<file path="config.mk">
export PLATFORM = sky130hd
export DESIGN_NAME = fir_serial_filter
export DESIGN_NICKNAME = d
export VERILOG_FILES = /design/src/rtl/fir_pkg.sv /design/src/rtl/fir_delay_line.sv /design/src/rtl/fir_serial_filter.sv
export SDC_FILE = /design/constraint.sdc
export NUM_CORES = 1
export LEC_CHECK = 0
export ABC_AREA = 0
export ABC_CLOCK_PERIOD_IN_PS = 5500
export CAP_MARGIN = 20
export CORE_UTILIZATION = 30
export CTS_CLUSTER_SIZE = 25
export DETAILED_ROUTE_END_ITERATION = 10
export DONT_BUFFER_PORTS = 1
export HOLD_SLACK_MARGIN = 0.03
export PLACE_DENSITY_LB_ADDON = 0.05
export RECOVER_POWER = 100
export SLEW_MARGIN = 20
export SYNTH_ARGS = -nofsm -noshare
export SYNTH_HDL_FRONTEND = slang
export SYNTH_SLANG_ARGS = --single-unit
</file>
<file path="constraint.sdc">
create_clock -name CLOCK_50 -period 5.5 [get_ports CLOCK_50]
set_input_delay 0.55 -clock CLOCK_50 [delete_from_list [all_inputs] [get_ports CLOCK_50]]
set_output_delay 0.55 -clock CLOCK_50 [all_outputs]
set_load 0.01 [all_outputs]
</file>
<file path="src/rtl/fir_pkg.sv">
// Shared definitions for the serial eight-tap FIR filter.
//   DEF_DATA_W / DEF_TAPS / DEF_COEF_W : default widths and tap count
//   COEFS   : fixed coefficient set, element k is h[k] (h[0] = newest sample)
//   state_e : controller states
package fir_pkg;

  localparam int DEF_DATA_W = 3;
  localparam int DEF_TAPS   = 8;
  localparam int DEF_COEF_W = 4;

  // Symmetric set 1,2,3,4,4,3,2,1. The list is written h[7] first because
  // the leftmost element of a packed concatenation lands on the top index.
  localparam logic [DEF_TAPS-1:0][DEF_COEF_W-1:0] COEFS = {
    4'd1, 4'd2, 4'd3, 4'd4, 4'd4, 4'd3, 4'd2, 4'd1
  };

  typedef enum logic {
    ST_IDLE = 1'b0,
    ST_MAC  = 1'b1
  } state_e;

endpackage

</file>
<file path="src/rtl/fir_delay_line.sv">
// Sample delay line for the serial FIR.
//   clk_i      : clock (rising edge)
//   clr_i      : synchronous clear of every tap
//   shift_en_i : shift taps up one place and load sample_i into tap 0
//   sample_i   : newest sample
//   taps_o     : all taps, taps_o[0] is the newest sample
module fir_delay_line #(
  parameter int DATA_W = 3,
  parameter int TAPS   = 8
) (
  input  logic                         clk_i,
  input  logic                         clr_i,
  input  logic                         shift_en_i,
  input  logic [DATA_W-1:0]            sample_i,
  output logic [TAPS-1:0][DATA_W-1:0]  taps_o
);

  logic [TAPS-1:0][DATA_W-1:0] taps_q;

  always_ff @(posedge clk_i) begin
    if (clr_i) begin
      taps_q <= '0;
    end else if (shift_en_i) begin
      taps_q <= {taps_q[TAPS-2:0], sample_i};
    end
  end

  assign taps_o = taps_q;

endmodule

</file>
<file path="src/rtl/fir_serial_filter.sv">
// Eight-tap FIR with a single multiplier, one tap per clock.
//   CLOCK_50     : clock (rising edge)
//   reset        : synchronous active-high reset
//   sample_in    : newest sample, taken when sample_valid is high in IDLE
//   sample_valid : sample_in is offered this cycle
//   busy         : MAC in progress; samples offered now are dropped
//   result       : last completed filter output, held until the next one
//   result_valid : one-cycle pulse in the first cycle a new result is visible
//   overrun      : sticky flag, set when a sample is dropped
//
// state   | meaning
// --------+--------------------------------------------------------------
// ST_IDLE | waiting for a sample; an offered sample is accepted at once
// ST_MAC  | accumulating h[idx]*x[idx], idx = 0..TAPS-1, one tap per clock
module fir_serial_filter
  import fir_pkg::*;
#(
  parameter int DATA_W = DEF_DATA_W,
  parameter int TAPS   = DEF_TAPS,
  parameter int COEF_W = DEF_COEF_W,
  parameter int ACC_W  = DATA_W + COEF_W + $clog2(TAPS)
) (
  input  logic              CLOCK_50,
  input  logic              reset,
  input  logic [DATA_W-1:0] sample_in,
  input  logic              sample_valid,
  output logic              busy,
  output logic [ACC_W-1:0]  result,
  output logic              result_valid,
  output logic              overrun
);

  localparam int IDX_W  = $clog2(TAPS);
  localparam int PROD_W = DATA_W + COEF_W;

  state_e                      state_q;
  logic [IDX_W-1:0]            idx_q;
  logic [ACC_W-1:0]            acc_q;
  logic [ACC_W-1:0]            result_q;
  logic                        result_valid_q;
  logic                        busy_q;
  logic                        overrun_q;

  logic [TAPS-1:0][DATA_W-1:0] taps;
  logic [COEF_W-1:0]           coef;
  logic [DATA_W-1:0]           tap;
  logic [PROD_W-1:0]           prod;
  logic [ACC_W-1:0]            acc_d;
  logic                        last_tap;
  logic                        accept;

  // The delay line only moves on acceptance, so x[] is frozen for the MAC.
  assign accept = (state_q == ST_IDLE) && sample_valid;

  fir_delay_line #(
    .DATA_W (DATA_W),
    .TAPS   (TAPS)
  ) u_delay_line (
    .clk_i      (CLOCK_50),
    .clr_i      (reset),
    .shift_en_i (accept),
    .sample_i   (sample_in),
    .taps_o     (taps)
  );

  assign coef     = COEFS[idx_q];
  assign tap      = taps[idx_q];
  assign prod     = PROD_W'(coef) * PROD_W'(tap);
  assign acc_d    = acc_q + ACC_W'(prod);
  assign last_tap = (idx_q == IDX_W'(TAPS - 1));

  always_ff @(posedge CLOCK_50) begin
    if (reset) begin
      state_q        <= ST_IDLE;
      idx_q          <= '0;
      acc_q          <= '0;
      result_q       <= '0;
      result_valid_q <= 1'b0;
      busy_q         <= 1'b0;
      overrun_q      <= 1'b0;
    end else begin
      result_valid_q <= 1'b0;
      case (state_q)
        ST_IDLE: begin
          if (sample_valid) begin
            acc_q   <= '0;
            idx_q   <= '0;
            busy_q  <= 1'b1;
            state_q <= ST_MAC;
          end
        end
        ST_MAC: begin
          acc_q <= acc_d;
          idx_q <= idx_q + 1'b1;
          if (sample_valid) begin
            overrun_q <= 1'b1;
          end
          // The final product goes straight into result so the answer is
          // visible the cycle after the last tap, not one cycle later.
          if (last_tap) begin
            result_q       <= acc_d;
            result_valid_q <= 1'b1;
            busy_q         <= 1'b0;
            state_q        <= ST_IDLE;
          end
        end
        default: begin
          state_q <= ST_IDLE;
          busy_q  <= 1'b0;
        end
      endcase
    end
  end

  assign busy         = busy_q;
  assign result       = result_q;
  assign result_valid = result_valid_q;
  assign overrun      = overrun_q;

endmodule

</file>
==> results.py <==
metrics = {
    "hold_path": {
        "holdPathStages": 1,
        "hp-start": "reset",
        "hp-class": "primary input to register",
        "min_to": "u_delay_line.taps_o[17]",
    },
    "global_routing": {
        "grt_max_degree": 60,
        "grt_pass1_wl_mm": 9.94,
        "grt-ovfl-total": 0,
        "track_usage_pct": 14.0,
        "antenna_found_initial": 0,
        "grt_pass1_vias": 1953,
    },
    "critical_path": {
        "start_kind": "register",
        "worstPathMaxFanout": 10,
        "r2r-start": "idx_q[0]",
        "crit_path_frequent_cell": "fa_1",
        "required_ps": 5720,
        "criticalPathCategory": "register to register",
        "slowest_delay_ps": 660,
        "worst_r2r_endpoint": "result[7]",
        "worst_r2r_path_depth": 11,
        "reg2reg_slack_ps": 1240,
        "cp-end-kind": "register",
        "crit_arrival_ps": 4480,
        "cp_slowest_cell": "dfxtp_1",
        "crit_chain": "mux4_2 > mux2i_1 > nand2b_1 > fa_1 > inv_1 > fa_1 > fa_1 > a211o_2 > a21o_1 > and4_2 > nor4_1",
    },
    "floorplanning": {
        "design.die.area_sq_mm": 0.00932,
        "boundaryPins": 19,
        "start_util_pct": 30.9,
        "core_area_sq_mm": 0.00868,
        "num_rows": 34,
        "die_y_um": 96.5,
        "dieWidth_um": 96.5,
    },
    "power_and_ir_drop": {
        "ir_drop_v": 0.0000983,
        "finalPower_mw": 0.716,
        "p_leak_nw": 1.08,
        "pwr_density_cell_mw_per_mm2": 252,
    },
    "finish": {
        "area_growth_pct": 5.84,
        "nets": 317,
        "multi_input_area_sq_mm": 0.00149,
        "diodes": 0,
        "fill_cells": 941,
        "layout-drive-gt1-share_pct": 7.17,
        "seq_area_sq_mm": 0.00108,
    },
    "route": {
        "via_per_inst": 5.00,
        "wl_mm": 6.01,
        "drc": 0,
        "first_pass_iters": 4,
        "ant_nets": 0,
        "num_vias": 2003,
        "drt_iter0_drc": 36,
        "wl_per_cell_um": 15.0,
    },
    "cts": {
        "root_buffer": "clkbuf_8",
        "cts_sinks": 54,
        "post-cts-setup-buffers": 0,
        "clockBufferDepth": 2,
        "cts_tree": "done",
        "cts_buffers": 5,
        "htreeDepth": 2,
        "post_cts_resized": 0,
        "cts_hold_buf": 0,
        "clock_latency_ps": 310,
        "clkSlewWorstSetupHoldPaths_ps": 100,
    },
    "synthesis": {
        "synth_top_area_cell": "dfxtp_1",
        "synth_seq_area_share_pct": 40.3,
        "ys_seq_elements": 54,
        "synthCells": 306,
        "synth_edf_count": 0,
        "async_reset_ff_share_pct": 0,
        "yosys-top-cells-area": "dfxtp_1, nand2_1, a21oi_1",
        "yosysUniqueCellTypes": 40,
        "synth_top_flop_cell": "dfxtp_1",
        "avgSynthCellArea_sq_um": 8.76,
        "yosysTopAreaCellShare_pct": 40.3,
        "synth_warnings": 0,
        "syn_nets": 330,
        "syn-cell-area_sq_mm": 0.00268,
    },
    "timing": {
        "setup_violations": 0,
        "rsz0062_at_grt": "false",
        "fin_crit_sh_pct": 77.5,
        "worst_pin_slew_ps": 1680,
        "hold_viol": 0,
        "timing.setup.tns_ps": 0,
        "fin_crit_ps": 4260,
        "finalMaxSlewViolations": 26,
        "slew_headroom_pct": -12.2,
        "skew_ps": 9.89,
        "max_freq_mhz": 235,
    },
    "run_status": {
        "violations": "capacitance limit, slew limit",
        "status": "finished with violations",
    },
    "place": {
        "place.port_buffers": 0,
        "globalplace.congestion": 0.676,
        "dp_hpwl_mm": 3.97,
    },
    "flow_run": {
        "maxCapViolations": 1,
    },
}
stage by stage:
step           worst slack [ps]  cell area, sq um  utilization, %  instances  hold slack (ps)
2_1_floorplan              1650              2680               -        306              433
3_3_place_gp               1330              2740            31.6        394              440
3_5_place_dp               1230              2740            31.6        394              441
4_1_cts                    1210              2850            32.8        401              281
5_1_grt                     968              2840            32.7        401              271
6_report                   1240              2840            32.7        401              306
critical path: cells and delay by family (launching register included):
family | cells | cell delay, ps
multiplexers | 2 | 830
flip-flops | 1 | 660
AO/OA/AOI/OAI | 2 | 600
buffers and inverters | 1 | 90
adder cells (fa/ha/maj) | 3 | 1380
AND/OR/NAND/NOR | 3 | 620
state kept, by name, summed over array words and instances, names as in the netlist:
signal               flops
u_delay_line.taps_o     24
state_q                  1
result                  10
acc_q                   10
coef                     3
idx_q                    3
overrun                  1
busy                     1
result_valid             1
power by group:
part,switching (mW),leakage (nW),internal [mW]
Clock,0.136,0.0542,0.134
Combinational,0.0246,0.593,0.0157
Sequential,0.00749,0.437,0.397
Total,0.168,1.08,0.547
cell type report:
cell class | count | area share (%)
clock buffer | 5 | 2.43
inverter | 6 | 0.794
timing repair buffer | 1 | 0.132
clock inverter | 2 | 1.37
tap | 108 | 4.76
sequential | 54 | 38.1
multi-input combinational | 225 | 52.4
worst max-delay path by stage:
stage	startpoint	endpoint	slack, ps	cells after the start
CTS	idx_q[0]	result[7]	1210	11
finish	idx_q[0]	result[7]	1240	11
floorplan	idx_q[1]	result[7]	1650	12
global route	idx_q[0]	result[7]	970	11
detailed placement	idx_q[0]	result[7]	1230	11
global placement	idx_q[0]	result[7]	1330	11
synthesized netlist by cell type (4+ instances only):
library cell	n
a211o_1	4
a21oi_1	40
buf_2	5
clkbuf_1	15
dfxtp_1	54
fa_1	5
ha_1	13
inv_1	6
mux2i_1	5
mux4_2	6
nand2_1	66
nand2b_1	4
nand3_1	4
nand3b_1	6
nor2_1	20
nor2b_1	8
nor3b_1	7
cells in the final DEF (no fill, tap or decap), types with 2 or more instances in the layout:
cell type	count
inv_1	6
clkbuf_8	5
nor2b_1	8
a31oi_1	3
a21o_2	2
dfxtp_1	54
and4_2	2
mux4_2	6
o2111ai_1	2
nor3_1	3
ha_1	13
nor3b_1	7
fa_1	5
o21a_1	3
nand2b_1	4
a211o_2	2
a211o_1	4
mux2i_1	5
a21oi_1	40
nand4_1	2
nor2_1	21
a211oi_1	2
nand3_1	4
nand3b_1	6
o211ai_1	2
nand2_1	66
a21o_1	3
logic make-up (layout without fill, tap and decap cells):
| kind of cell | count (synthesis) | count (layout) | share of synthesized area, % |
|---|---|---|---|
| and+or+nand+nor | 128 | 128 | 22.8 |
| xor gates and xnor gates | 1 | 1 | 0.327 |
| adders and majority gates | 18 | 18 | 9.80 |
| DFF | 54 | 54 | 40.3 |
| AOI/OAI and AO/OA | 66 | 66 | 15.4 |
| buffers and inverters | 27 | 14 | 4.01 |
| muxes | 12 | 12 | 7.33 |
layer usage:
| layer | part of all wire [%] | track usage (%) | up-vias |
|---|---|---|---|
| met1 | 50 | 18.5 | 949 |
| met5 | 0 | 0 | - |
| li1 | - | - | 1032 |
| met2 | 47 | 23.3 | 17 |
| met3 | 2.3 | 2.90 | 5 |
| met4 | 0.77 | 3.31 | 0 |
Note: power is estimated with default switching activity, not from simulation.
